File: src/rtl/seq_det_pkg.sv
// rtl/seq_det_pkg.sv - shared constants and helpers for the parametrised sequence detector
package seq_det_pkg;

  localparam logic [4:0] DEF_PAT_5  = 5'b10110;
  localparam int         DEF_LEN_5  = 5;
  localparam int         MASK_MAX_W = 64;

  function automatic logic len_ok(input int unsigned len_in, input int unsigned pat_w);
    return (len_in >= 32'd1) && (len_in <= pat_w);
  endfunction

  // mask[i] = 1 for every bit position that belongs to the active pattern
  function automatic logic [MASK_MAX_W-1:0] len_mask(input int unsigned len);
    logic [MASK_MAX_W-1:0] m;
    for (int unsigned i = 0; i < MASK_MAX_W; i++) begin
      m[i] = (i < len);
    end
    return m;
  endfunction

endpackage

File: src/rtl/seq_det_cmp.sv
// rtl/seq_det_cmp.sv - combinational masked compare of history against the active pattern
module seq_det_cmp
  import seq_det_pkg::*;
#(
  parameter int PAT_W = 8,
  parameter int LEN_W = $clog2(PAT_W) + 1
) (
  input  logic [PAT_W-1:0] hist,
  input  logic [PAT_W-1:0] pat,
  input  logic [LEN_W-1:0] len,
  output logic             eq
);

  logic [PAT_W-1:0] mask;

  always_comb begin
    mask = PAT_W'(len_mask(32'(len)));
    eq   = ((hist ^ pat) & mask) == '0;
  end

endmodule

File: src/rtl/seq_detector_param.sv
// rtl/seq_detector_param.sv - runtime-loadable serial pattern detector with overlap control
// Optional saturating match counter enabled by SEQDET_COUNT_EN.
module seq_detector_param
  import seq_det_pkg::*;
#(
  parameter int               PAT_W   = 8,
  parameter int               LEN_W   = $clog2(PAT_W) + 1,
  parameter logic [PAT_W-1:0] DEF_PAT = PAT_W'(DEF_PAT_5),
  parameter int               DEF_LEN = DEF_LEN_5,
  parameter int               CNT_W   = 16
) (
  input  logic             clk,
  input  logic             rst,
  input  logic             j,
  input  logic             j_valid,
  input  logic             overlap,
  input  logic             pat_load,
  input  logic [PAT_W-1:0] pat_in,
  input  logic [LEN_W-1:0] len_in,
  output logic             w,
  output logic [LEN_W-1:0] fill,
  output logic             cfg_err,
  output logic [CNT_W-1:0] match_cnt
);

  logic [PAT_W-1:0] hist_q, hist_d;
  logic [PAT_W-1:0] pat_q, pat_d;
  logic [LEN_W-1:0] len_q, len_d;
  logic [LEN_W-1:0] fill_q, fill_d;
  logic             w_q, w_d;
  logic             cfg_err_q, cfg_err_d;

  logic [PAT_W-1:0] hist_shift;
  logic [LEN_W:0]   fill_inc;
  logic             eq;
  logic             hit;

  // Compare against the history as it will look once the incoming bit is shifted in
  seq_det_cmp #(.PAT_W(PAT_W), .LEN_W(LEN_W)) u_cmp (
    .hist (hist_shift),
    .pat  (pat_q),
    .len  (len_q),
    .eq   (eq)
  );

  always_comb begin
    hist_shift = {hist_q[PAT_W-2:0], j};
    fill_inc   = {1'b0, fill_q} + (LEN_W+1)'(1);
    hit        = j_valid && !pat_load && eq && (fill_inc >= {1'b0, len_q});

    hist_d    = hist_q;
    pat_d     = pat_q;
    len_d     = len_q;
    fill_d    = fill_q;
    cfg_err_d = cfg_err_q;
    w_d       = 1'b0;

    if (pat_load) begin
      if (len_ok(32'(len_in), 32'(PAT_W))) begin
        pat_d  = pat_in;
        len_d  = len_in;
        fill_d = '0;
        hist_d = '0;
      end else begin
        cfg_err_d = 1'b1;
      end
    end else if (j_valid) begin
      hist_d = hist_shift;
      fill_d = (fill_inc > {1'b0, len_q}) ? len_q : fill_inc[LEN_W-1:0];
      w_d    = hit;
      // Non-overlapping mode forgets the history that produced the match
      if (hit && !overlap) begin
        fill_d = '0;
      end
    end
  end

  always_ff @(posedge clk) begin
    if (!rst) begin
      hist_q    <= '0;
      pat_q     <= DEF_PAT;
      len_q     <= LEN_W'(DEF_LEN);
      fill_q    <= '0;
      w_q       <= 1'b0;
      cfg_err_q <= 1'b0;
    end else begin
      hist_q    <= hist_d;
      pat_q     <= pat_d;
      len_q     <= len_d;
      fill_q    <= fill_d;
      w_q       <= w_d;
      cfg_err_q <= cfg_err_d;
    end
  end

`ifdef SEQDET_COUNT_EN
  logic [CNT_W-1:0] cnt_q, cnt_d;

  always_comb begin
    cnt_d = cnt_q;
    if (hit && (cnt_q != '1)) begin
      cnt_d = cnt_q + CNT_W'(1);
    end
  end

  always_ff @(posedge clk) begin
    if (!rst) begin
      cnt_q <= '0;
    end else begin
      cnt_q <= cnt_d;
    end
  end

  assign match_cnt = cnt_q;
`else
  assign match_cnt = '0;
`endif

  assign w       = w_q;
  assign fill    = fill_q;
  assign cfg_err = cfg_err_q;

endmodule

File: config.mk
export PLATFORM = sky130hd
export DESIGN_NAME = seq_detector_param
export DESIGN_NICKNAME = d
export VERILOG_FILES = /design/src/rtl/seq_det_pkg.sv /design/src/rtl/seq_det_cmp.sv /design/src/rtl/seq_detector_param.sv
export SDC_FILE = /design/constraint.sdc
export NUM_CORES = 1
export LEC_CHECK = 0
export BUFFER_PORTS_ARGS = -buffer_cell sky130_fd_sc_hd__buf_2
export CAP_MARGIN = 10
export CORE_ASPECT_RATIO = 1.2
export CORE_MARGIN = 3
export CORE_UTILIZATION = 45
export CTS_CLUSTER_DIAMETER = 50
export CTS_CLUSTER_SIZE = 8
export DETAILED_ROUTE_END_ITERATION = 16
export GPL_TIMING_DRIVEN = 0
export PLACE_DENSITY_LB_ADDON = 0.05
export SLEW_MARGIN = 20
export SYNTH_ARGS = -nofsm -noshare
export SYNTH_HDL_FRONTEND = slang
export SYNTH_SLANG_ARGS = --single-unit
File: constraint.sdc
create_clock -name clk -period 2.95 [get_ports clk]
set_clock_uncertainty 0.05 [all_clocks]
set_input_delay 0.1475 -clock clk [delete_from_list [all_inputs] [get_ports clk]]
set_output_delay 0.1475 -clock clk [all_outputs]
set_load 0.1 [all_outputs]
Word-level counts from Yosys, hierarchy flattened
Cells that the tools add are included.
{"block": "word_totals", "regBits": 25, "latch_bits": 0, "mem_bits_rw": 0, "rom_bits": 0, "out_inout_bits": 22, "mem_count": 0}
{"block": "op_classes", "n_addsub": 1, "n_mul": 0, "div": 0, "magnitude_cmp": 12, "eq_ne": 1, "n_shift": 0, "mux": 8, "bitwise_logic": 5, "reduce_logical": 13}
{"op": "7-bit 2-to-1 mux", "count": 3}
{"op": "4-bit 2-to-1 mux", "count": 5}
{"op": "3-bit by 4-bit less-than comparator with 1-bit output (first input constant)", "count": 4}
{"op": "8-bit bitwise AND", "count": 1}
{"op": "8-bit zero test", "count": 1}
{"op": "1-bit by 4-bit less-than comparator with 1-bit output (first input constant)", "count": 2}
{"op": "2-bit by 4-bit less-than comparator with 1-bit output (first input constant)", "count": 2}
{"op": "8-bit bitwise XOR", "count": 1}
{"op": "2-bit AND reduction", "count": 3}
{"op": "4-bit by 1-bit adder with 5-bit output (second input constant)", "count": 1}
{"op": "5-bit by 4-bit greater-or-equal comparator with 1-bit output", "count": 1}
{"op": "5-bit by 4-bit > comparator with 1-bit output", "count": 1}
{"op": "1-bit logical AND", "count": 5}
{"op": "4-bit by 1-bit greater-or-equal comparator with 1-bit output (second input constant)", "count": 1}
{"op": "4-bit <= comparator (second input constant)", "count": 1}
{"op": "1-bit NOT", "count": 3}
{"op": "3-bit OR reduction", "count": 1}
{"op": "1-bit zero test", "count": 2}
{"op": "2-bit by 1-bit inequality test with 1-bit output (second input constant)", "count": 1}
{"op": "2-bit nonzero test", "count": 1}

Longest topological paths before layout
Gate-level depths: netlist (run 1).
{"block": "logic_depth", "word_depth": 9, "depth_mapped": 9}

By module
Synthesis (run 1) repeated with hierarchy kept, for this count alone.
{"block": "unflattened", "hier_cells": 172, "area_unflattened_um2": 1442.6}
{"mod": "seq_detector_param", "instances": 1, "cells_each": 148, "area_each_um2": 1277.5, "seq_area_each_um2": 500.5}
{"mod": "seq_det_cmp", "instances": 1, "cells_each": 24, "area_each_um2": 165.2, "seq_area_each_um2": 0.0}

Worst setup path after synthesis (run 1)
Ideal clock, no wire load.
{"block": "synth_timing", "path_type": "flip-flop to flip-flop", "startpoint": "register fill_q[0], in the netlist fill[0]", "endpoint": "register fill_q[2], in the netlist fill[2]", "setup_time_ns": 0.067, "t_arrival_ns": 2.737, "required_time_ns": 2.833, "slack_ns": 0.096, "path_stages_with_launch": 10, "n_path_buf": 0, "cell_sequence": "dfxtp_1 -> ha_1 -> xor2_1 -> ha_1 -> a21o_1 -> a211oi_2 -> o2bb2ai_4 -> nand3b_1 -> o211a_1 -> o21ai_2"}
{"block": "synth_between", "elab_chain_len": 7}
{"item": "from (decl)", "line_no": "seq_detector_param.sv:29", "text": "logic [LEN_W-1:0] fill_q, fill_d;"}
{"item": "from (signal assigned)", "line_no": "seq_detector_param.sv:90", "text": "fill_q <= fill_d;"}
{"item": "4-bit by 1-bit adder with 5-bit output *", "line_no": "seq_detector_param.sv:48", "text": "fill_inc = {1'b0, fill_q} + (LEN_W+1)'(1);"}
{"item": "5-bit by 4-bit greater-or-equal comparator with 1-bit output", "line_no": "seq_detector_param.sv:49", "text": "hit = j_valid && !pat_load && eq && (fill_inc >= {1'b0, len_q});"}
{"item": "1-bit logical AND", "line_no": "seq_detector_param.sv:49"}
{"item": "1-bit logical AND", "line_no": "seq_detector_param.sv:72", "text": "if (hit && !overlap) begin"}
{"item": "4-bit 2-to-1 mux *", "line_no": "seq_detector_param.sv:72"}
{"item": "4-bit 2-to-1 mux *", "line_no": "seq_detector_param.sv:67", "text": "end else if (j_valid) begin"}
{"item": "4-bit 2-to-1 mux *", "line_no": "seq_detector_param.sv:58", "text": "if (pat_load) begin"}
Mark *: on every way between the ends. The rest lies on a longest branch, timed or not. The select of a mux whose other input is x is not followed.
A chain may end at the register's enable or synchronous reset.

Worst setup path in the final report (run 1)
{"block": "layout_timing", "startpoint": "register fill_q[0], in the netlist fill[0]", "endpoint": "register fill_q[0], in the netlist fill[0]"}
The elaborated chain is that of the path after synthesis.

==> results of run 1 <==
-- kinds of logic after synthesis --
logic type / Yosys count / synth area share, %
DFF: 25 / 35.3
muxes: 11 / 7.77
xor gates and xnor gates: 11 / 6.80
AOI/OAI and AO/OA: 29 / 16.6
and+or+nand+nor: 44 / 16.9
other: 1 / 0.265
adders and majority gates: 5 / 4.41
buffers and inverters: 26 / 11.9
-- Yosys cell counts (2+ instances only) --
cell,count
ha_1,5
inv_1,6
o21ai_0,2
o21ai_1,5
xnor2_1,8
dfxtp_1,25
o21ai_2,2
nor3_1,2
xor2_1,3
buf_4,17
a22o_1,7
a21oi_1,4
mux2i_1,11
nand3b_1,2
nor2b_1,7
and3_1,2
nand3_1,4
nor2_1,5
nand2_1,16
-- state kept, by name (all words and copies together), names as in the netlist --
signal	count
w	1
pat_q	8
cfg_err	1
hist_q	7
fill	4
len_q	4
-- worst min path at each step --
stage	slack, ps	cells after the start	to
2_1_floorplan	220	2	len_q[0]
3_3_place_gp	310	3	pat_q[4]
3_5_place_dp	310	3	pat_q[2]
4_1_cts	10	3	len_q[2]
5_1_grt	30	3	len_q[2]
6_report	20	3	len_q[2]
-- stage by stage --
step / instance area [sq um] / worst slack (ps) / hold slack [ps] / utilization (%)
6_report: 1690 / 582 / 21.9 / 58.4
3_5_place_dp: 1630 / 585 / 310 / 56.5
3_3_place_gp: 1630 / 691 / 308 / 56.5
2_1_floorplan: 1470 / 95.7 / 223 / -
4_1_cts: 1690 / 571 / 11.9 / 58.4
5_1_grt: 1690 / 375 / 29.8 / 58.4
-- where the power goes --
part | switching (uW) | total, uW | internal, uW | leakage [uW]
clock network | 95.1 | 148 | 52.7 | 0.0000150
registers | 13.1 | 364 | 351 | 0.000204
logic | 170 | 244 | 73.4 | 0.000624
total | 279 | 755 | 477 | 0.000843
-- worst min-delay path, stage by stage --
cell and delay (ps):
buf_2 90, mux2i_1 60, nand2_1 50
-- what timing repair did --
item	CTS	global route
resized for setup	0	0
hold buffers	3	0
hold endpoints to repair	3	0
-- cell usage in the layout, fill, tap and decap left out, drive strengths merged, types with 2 or more instances in the layout --
cell | Yosys | final
dfxtp | 25 | 25
nand3b | 2 | 2
nand2 | 16 | 16
nor2b | 7 | 7
a21oi | 4 | 4
conb | 1 | 16
nor2 | 5 | 5
o21ai | 9 | 9
a22o | 7 | 7
nor3 | 3 | 3
clkbuf | 1 | 5
inv | 6 | 6
buf | 19 | 42
nand3 | 4 | 4
xor2 | 3 | 3
xnor2 | 8 | 8
dlygate4sd3 | 0 | 3
mux2i | 11 | 11
ha | 5 | 5
and3 | 3 | 3
-- cell type report --
| type | count | area [sq um] |
|---|---|---|
| Buffer | 20 | 146 |
| Clock buffer | 4 | 26.3 |
| Fill cell | 277 | 1200 |
| Inverter | 6 | 22.5 |
| Multi-Input combinational cell | 116 | 805 |
| Sequential cell | 25 | 500 |
| Tap cell | 34 | 42.5 |
| Timing Repair Buffer | 26 | 145 |
-- routing by layer --
metal,vias up,GRT usage (%),share of wire (%)
met5,-,0,0
met4,0,5.51,1.1
li1,585,-,-
met2,32,30.4,52
met1,503,17.5,42
met3,4,3.06,4.9
==> metrics.cfg, run 1 <==
[sta]
slew_violations=0
setup_viol=0
rsz0062_at_grt=no
finalHoldViolCount=0
setup-tns-final_ps=0
final_min_period_over_clock_period_pct=80.3
fin_crit_ps=2370
fmax_ghz=0.422

[setup_path]
critical_path_class=reg2reg
crit_required_ps=3150
reg2reg_depth=9
rr_endpoint=fill[0]
crit_arrival_ps=2570
crit_slowest_cell=dfxtp_1
critical_path_cell_count=9
worst-path-buf-inv=0
cp_slowest_stage_delay_ps=450
crit_start=fill[0]
crit_path_end_kind=flop
path_cells=ha_1 > xor2_1 > ha_1 > a21o_1 > a211oi_2 > o21ai_1 > o211ai_1 > o21ai_2 > o21ai_1
crit_fanout=6
critPathTopFamily=compound AO/OA/AOI/OAI gates
start_kind=flop
crit_path_end=fill[0]
r2r_slack_ps=580
r2r-start=fill[0]

[placement]
place_congestion=0.804
hpwl_mm=2.25
place_inst=224
portBuffers=23

[global_routing]
antenna_found_initial=0
grt_max_degree=14
grt_pass1_vias=1127
overflow=0
grt_first_pass_wirelength_mm=4.89
grt_usage_pct=15.9

[run]
drv_cap=0

[drt]
drc=0
antenna_left=0
drtPass1Iterations=4
avgRoutedWirePerCell_um=12.0
drt_iter0_drc=25
vias=1124
wirelength_mm=2.77
via_per_inst=4.87

[clock_tree]
clock_latency_ps=310
clk_pin_slew_ps=130
clk_path_buf_depth=2
root_buffer=clkbuf_4
cts_setup_buffers=0
cts-buffers-inserted=3
cts_tree=built
clkSinkCount=25
cts.htree.levels=1

[floorplan]
rows=21
die_h_um=67.5
start_util_pct=49.0
io_pins=40
die_x_um=57.2
die_area_sq_mm=0.00386
core_sq_mm=0.00289

[cells_and_area]
antenna_cells=0
fin_nets=221
drive_above_1_share_pct=26.9
areaGrowthSynthToFinish_pct=19.1
fin_cells=231

[yosys]
synth_top_area_share_pct=35.3
synthFlopType=dfxtp_1
yosysWarnings=0
avgSynthCellArea_sq_um=9.33
ys_ff_latch=25
synth_cells=152
synth_cell_types=38
seq_area_frac_synth_pct=35.3
ys_top_cells_by_area=dfxtp_1 35%, buf_4 9.0%, mux2i_1 7.8%
syn_area_sq_mm=0.00142
async_flop_share_pct=0
yosysTopAreaCell=dfxtp_1
synth-edff-count=0

[power]
power.leakage_uw=0.000843
irDropWorstVdd_mv=0.299
powerDensity_mw_per_mm2=447
power_uw=755

[outcome]
status=complete, no violations

[hold_path]
hold_path.startpoint=len_in[2]
worstHoldPathType=in2reg

Power figures use the tool's default switching activity.
==> inputs of run 2 (changes only) <==
==> constraint.sdc (replaced) <==
create_clock -name clk -period 2.22 [get_ports clk]
set_clock_uncertainty 0.05 [all_clocks]
set_input_delay 0.111 -clock clk [delete_from_list [all_inputs] [get_ports clk]]
set_output_delay 0.111 -clock clk [all_outputs]
set_load 0.1 [all_outputs]
==> run 2 against run 1 <==
Core utilization is 6.7 points higher. Total power up 37%. Flip-flop and latch count stayed put. Fmax up 8.8%. Sequential power rose by 32%. Final cell count up 5.6%. Critical endpoint is now fill[3].
==> metrics.cfg, run 2 (synthesis results as in run 1) <==
[sta]
setup_viol=0  ; unchanged
slew_violations=0  ; unchanged
fmax_ghz=0.460  ; +8.8%
finalHoldViolCount=0  ; unchanged
final_min_period_over_clock_period_pct=98.0  ; +18 points
rsz0062_at_grt=yes
holdWs_ps=18.4  ; -3.55 ps
fin_crit_ps=2180  ; -192 ps

[setup_path]
path_cells=nand3_1 > xnor2_2 > ha_4 > nand3_2 > or2_4 > o21ai_2 > o211ai_1 > o21ai_2 > o21ai_1
critical_path_class=reg2reg
crit_path_end_kind=flop
start_kind=flop
crit_slowest_cell=dfxtp_4
crit_fanout=5  ; -1
cp_slowest_stage_delay_ps=400  ; -50 ps
crit_required_ps=2390  ; -760 ps
crit_arrival_ps=2340  ; -230 ps
crit_top_cell=o21ai_2
reg2reg_depth=9  ; unchanged

[power]
seqPwrFrac_pct=46.6  ; -1.6 points
power.leakage_uw=0.000921  ; +9.2%
p_sw_uw=386  ; +39%
p_comb_share_pct=33.4  ; +1.1 points
irDropWorstVdd_mv=0.560  ; +87%
powerDensity_mw_per_mm2=549  ; +23%
intPower_uw=647  ; +36%
power_uw=1030  ; +37%
netSwitchingFraction_pct=37.4  ; +0.49 points
p_clk_share_pct=20.0  ; +0.4 points

[drt]
via_per_inst=4.80  ; -1.5%
wirelength_mm=2.98  ; +7.5%
drc=0  ; unchanged
drt_iter0_drc=32  ; +28%
vias=1170  ; +4.1%
avgRoutedWirePerCell_um=12.2  ; +1.8%
drtPass1Iterations=4  ; unchanged
antenna_left=0  ; unchanged

[cells_and_area]
mostFrequentLayoutCell=buf_2
drive_above_1_share_pct=33.3  ; +6.4 points
fin_nets=234  ; +5.9%
stdcell_area_sq_mm=0.00188  ; +11%
mostFrequentLayoutCells=23 x buf_2, 22 x buf_4, 21 x dfxtp_1
postLayoutCoreUtil_pct=65.1  ; +6.7 points
reg_top3=pat_q: 8 flops, hist_q: 7 flops
largest_reg_flops=8  ; unchanged
largest-register=pat_q
fin_cells=244  ; +5.6%
antenna_cells=0  ; unchanged
areaGrowthSynthToFinish_pct=32.7

[clock_tree]
clock_latency_ps=310  ; about the same
cts.htree.levels=1  ; unchanged
clkSinkCount=25  ; unchanged
clk_path_buf_depth=2  ; unchanged
cts-buffers-inserted=3  ; unchanged
cts_tree=built
root_buffer=clkbuf_4
clk_pin_slew_ps=140  ; about the same

[run]
drv_cap=0  ; unchanged

[floorplan]
die_x_um=57.2  ; unchanged
rows=21  ; unchanged
core_sq_mm=0.00289  ; unchanged
io_pins=40  ; unchanged
start_util_pct=49.0  ; unchanged
die_area_sq_mm=0.00386  ; unchanged
die_h_um=67.5  ; unchanged

[global_routing]
grt_pass1_vias=1121  ; -0.53%
grt_max_degree=16  ; +2
grt_first_pass_wirelength_mm=4.79  ; -2.1%
antenna_found_initial=0  ; unchanged
grt_usage_pct=15.7  ; -0.20 points
overflow=0  ; unchanged

[placement]
portBuffers=23  ; unchanged
place_inst=224  ; unchanged
place_congestion=0.708  ; -12%
hpwl_mm=2.23  ; -1.3%
place_area_sq_mm=0.00166  ; +1.5%

[outcome]
status=complete, no violations

[hold_path]
worstHoldPathType=in2reg
hold_depth=2  ; -1

[run 2: changes by cell type in the layout (fill, tap and decap cells not counted), sizes merged]
cell	delta
clkbuf	-1
dlygate4sd3	+8
clkinvlp	+1
buf	+5
[run 2: final timing paths]
| path | startpoint | to | slack [ps] |
|---|---|---|---|
| worst max-delay path | fill[2] | fill[3] | 40 |
| worst min-delay path | rst | len_q[1] | 20 |
| worst max register to register | fill[2] | fill[3] | 40 |
| worst min register to register | fill[0] | fill[0] | 460 |
[run 2: per-layer routing]
layer,wire [um],track usage (%)
met2,1680,31.1
met4,38,4.35
met1,1170,17.2
met5,0,0
met3,90,2.29
[run 2: worst max-delay path: cells and delay by family (launching register included)]
kind	cells	cell delay, ps
AOI/OAI and AO/OA	4	660
adders and majority gates	1	300
and+or+nand+nor	3	480
DFF	1	400
xor gates and xnor gates	1	190
[run 2: final cells by class]
cell class,instances,area [sq um]
Buffer,20,146
Clock buffer,3,22.5
Clock inverter,1,7.51
Fill cell,263,1010
Inverter,6,22.5
Multi-Input combinational cell,116,863
Sequential cell,25,513
Tap cell,34,42.5
Timing Repair Buffer,39,263
[run 2: power by group through the flow]
stage	clock network, uW	logic (uW)	registers (uW)
after floorplan	0	247	518
after global placement	0	314	492
after detailed placement	0	319	493
after CTS	213	334	483
after global routing	235	371	485
final	206	345	482
[run 2: timing repair]
| action | in CTS | in global routing |
|---|---|---|
| buffers inserted | 0 | 5 |
| hold buffers | 11 | 0 |
| pin swaps | 1 | 3 |
| resized for setup | 0 | 7 |
| setup endpoints to repair | 3 | 4 |
| hold endpoints to repair | 11 | 0 |
| gates cloned | 0 | 0 |
[run 2: through the flow]
| stage | setup TNS, ps | setup slack (ps) |
|---|---|---|
| 2_1_floorplan | 0 | 3.17 |
| 3_3_place_gp | 0 | 67.4 |
| 3_5_place_dp | 0 | 9.12 |
| 4_1_cts | 0 | 4.27 |
| 5_1_grt | -191 | -52.8 |
| 6_report | 0 | 44.1 |
==> inputs of run 3 (changes only) <==
--- a/config.mk
+++ b/config.mk
@@ -8,7 +8,6 @@
 export BUFFER_PORTS_ARGS = -buffer_cell sky130_fd_sc_hd__buf_2
 export CAP_MARGIN = 10
 export CORE_ASPECT_RATIO = 1.2
-export CORE_MARGIN = 3
 export CORE_UTILIZATION = 45
 export CTS_CLUSTER_DIAMETER = 50
 export CTS_CLUSTER_SIZE = 8
==> run 3 against run 2 <==
Routed wire length shrank 3.1%. Via count is essentially flat. Final cell count grew 0.41%. Critical path depth is the same. First-iteration DRC count shrank 47%. Sequential power is essentially flat. Setup slack lost 17 ps. Register-to-register slack lost 20 ps. Non-clock buffer count grew 1. Total power grew 1.0%. Global-route usage grew 3.0 points.
==> metrics.cfg, run 3 (synthesis results as in run 1) <==
[drt]
wirelength_mm=2.89  ; -3.1%
drt_iter0_drc=17  ; -47%
drtPass1Iterations=4  ; unchanged
via_per_inst=4.77  ; -0.49%
avgRoutedWirePerCell_um=11.8  ; -3.5%
highest_layer=met4
vias=1169  ; -0.085%
dr_wl_met2_mm=1.54  ; -8.4%
antenna_left=0  ; unchanged
wl_met3_um=79  ; -12%
drc=0  ; unchanged
wl_met1_mm=1.22  ; +4.3%

[clock_tree]
clock_latency_ps=330  ; +20 ps
cts.htree.levels=1  ; unchanged
cts-buffers-inserted=3  ; unchanged
clk_pin_slew_ps=140  ; about the same
clkSinkCount=25  ; unchanged
clk_path_buf_depth=2  ; unchanged
root_buffer=clkbuf_4
cts_tree=built

[placement]
portBuffers=23  ; unchanged
place_area_sq_mm=0.00166  ; unchanged
hpwl_mm=2.12  ; -4.7%
place_congestion=0.761  ; +7.5%

[cells_and_area]
mostFrequentLayoutCells=23 x buf_2, 22 x buf_4, 21 x dfxtp_1
postLayoutCoreUtil_pct=65.2  ; +0.087 points
largest-register=pat_q
fin_nets=235  ; +0.43%
drive_above_1_share_pct=32.7  ; -0.63 points
mostFrequentLayoutCell=buf_2
largest_reg_flops=8  ; unchanged
reg_top3=pat_q: 8 flops, hist_q: 7 flops
areaGrowthSynthToFinish_pct=32.8
nFillCells=246  ; -6.5%
stdcell_area_sq_mm=0.00188  ; +0.13%
antenna_cells=0  ; unchanged

[sta]
fin_crit_ps=2190  ; +16.6 ps
fmax_ghz=0.456  ; -0.76%
holdWs_ps=16.4  ; -2.00 ps
rsz0062_at_grt=yes
setup-tns-final_ps=0  ; unchanged
slew_violations=0  ; unchanged
setup_viol=0  ; unchanged
final_min_period_over_clock_period_pct=98.8  ; +0.75 points
finalHoldViolCount=0  ; unchanged

[global_routing]
grt_usage_pct=18.7  ; +3.0 points
grt_first_pass_wirelength_mm=4.79  ; unchanged
grt_max_degree=16  ; unchanged
grt_pass1_vias=1176  ; +4.9%
antenna_found_initial=0  ; unchanged
overflow=0  ; unchanged

[power]
irDropWorstVdd_mv=0.384  ; -32%
powerDensity_mw_per_mm2=554  ; +0.88%
power.leakage_uw=0.000924  ; +0.38%
seqPwrFrac_pct=46.1  ; -0.5 points
p_comb_share_pct=33.5  ; about the same
p_clk_share_pct=20.3  ; +0.3 points
intPower_uw=649  ; +0.33%
p_sw_uw=394  ; +2.1%
netSwitchingFraction_pct=37.8  ; +0.42 points

[setup_path]
r2r_slack_ps=30  ; -20 ps
cp_slowest_stage_delay_ps=390  ; about the same
crit_arrival_ps=2410  ; +70 ps
crit_start=fill[0]
crit_path_end_kind=flop
crit_fanout=9  ; +4
critPathTopFamily=compound AO/OA/AOI/OAI gates
worst-path-buf-inv=0  ; unchanged
path_cells=ha_4 > xor2_1 > ha_1 > a21o_1 > a211oi_4 > o2bb2ai_4 > nand3b_1 > o211a_1 > o21ai_2
r2r-start=fill[0]
crit_required_ps=2440  ; +50 ps
critical_path_class=reg2reg
crit_slowest_cell=dfxtp_4
start_kind=flop

[floorplan]
io_pins=40  ; unchanged
die_area_sq_mm=0.00338  ; -13%
die_h_um=63.5  ; -5.9%
start_util_pct=49.0  ; unchanged
core_sq_mm=0.00289  ; unchanged
rows=21  ; unchanged
die_x_um=53.2  ; -7.0%

[hold_path]
worstHoldPathType=in2reg
hold_path.startpoint=len_in[1]

[outcome]
status=complete, no violations

[run]
drv_cap=0  ; unchanged

run 3: changes by cell type in the layout (fill, tap and decap cells not counted):
cell           before  now
ha_4                2    1
nand3_2             1    2
nand3_1             3    2
o21ai_2             3    2
xor2_2              1    0
xor2_1              2    3
o21ai_4             0    1
ha_1                3    4
dlygate4sd3_1      11   12
run 3: area by class of cell:
| cell class | count | area, sq um | area share (%) |
|---|---|---|---|
| Buffer | 20 | 146 | 7.77 |
| Clock buffer | 3 | 22.5 | 1.20 |
| Clock inverter | 1 | 7.51 | 0.399 |
| Inverter | 6 | 22.5 | 1.20 |
| Multi-Input combinational cell | 116 | 856 | 45.4 |
| Sequential cell | 25 | 513 | 27.2 |
| Tap cell | 34 | 42.5 | 2.26 |
| Timing Repair Buffer | 40 | 273 | 14.5 |
run 3: worst paths after layout:
path | endpoint | depth (start not counted)
worst max-delay path | fill[2] | 9
worst min-delay path | len_q[1] | 3
worst max register to register | fill[2] | 9
worst min register to register | fill[2] | 2
run 3: timing repair:
| item | 4_1_cts | 5_1_grt |
|---|---|---|
| resized for setup | 2 | 5 |
| endpoints found under the setup margin | 4 | 5 |
| hold buffers | 12 | 0 |
| pin swaps | 2 | 8 |
| buffers inserted | 1 | 4 |
| endpoints found under the hold margin | 12 | 0 |
run 3: power groups by stage:
stage	sequential, uW	clock [uW]	combinational, uW
after floorplan	518	0	247
after global placement	492	0	314
after detailed placement	493	0	318
after CTS	483	218	337
after global routing	484	232	373
final	482	212	350
run 3: per-layer routing:
layer / GRT usage, % / up-vias
met4: 7.24 / 0
met3: 1.45 / 5
met5: 0 / -
li1: - / 609
met2: 34.2 / 22
met1: 21.4 / 533
run 3: per-stage QoR:
stage                     total power (uW)  std cells  setup slack, ps
final                                 1040        245             27.6
after global routing                  1090        245            -89.8
after CTS                             1040        241             17.9
after detailed placement               811        224             8.31
after global placement                 806        224             66.5
after floorplan                        765        167             3.17
run 3: worst reg2reg max path, cell delays in order (launching register included):
cell and delay (ps):
dfxtp_4 390, ha_4 170, xor2_1 140, ha_1 310
a21o_1 200, a211oi_4 320, o2bb2ai_4 220, nand3b_1 110
o211a_1 140, o21ai_2 100
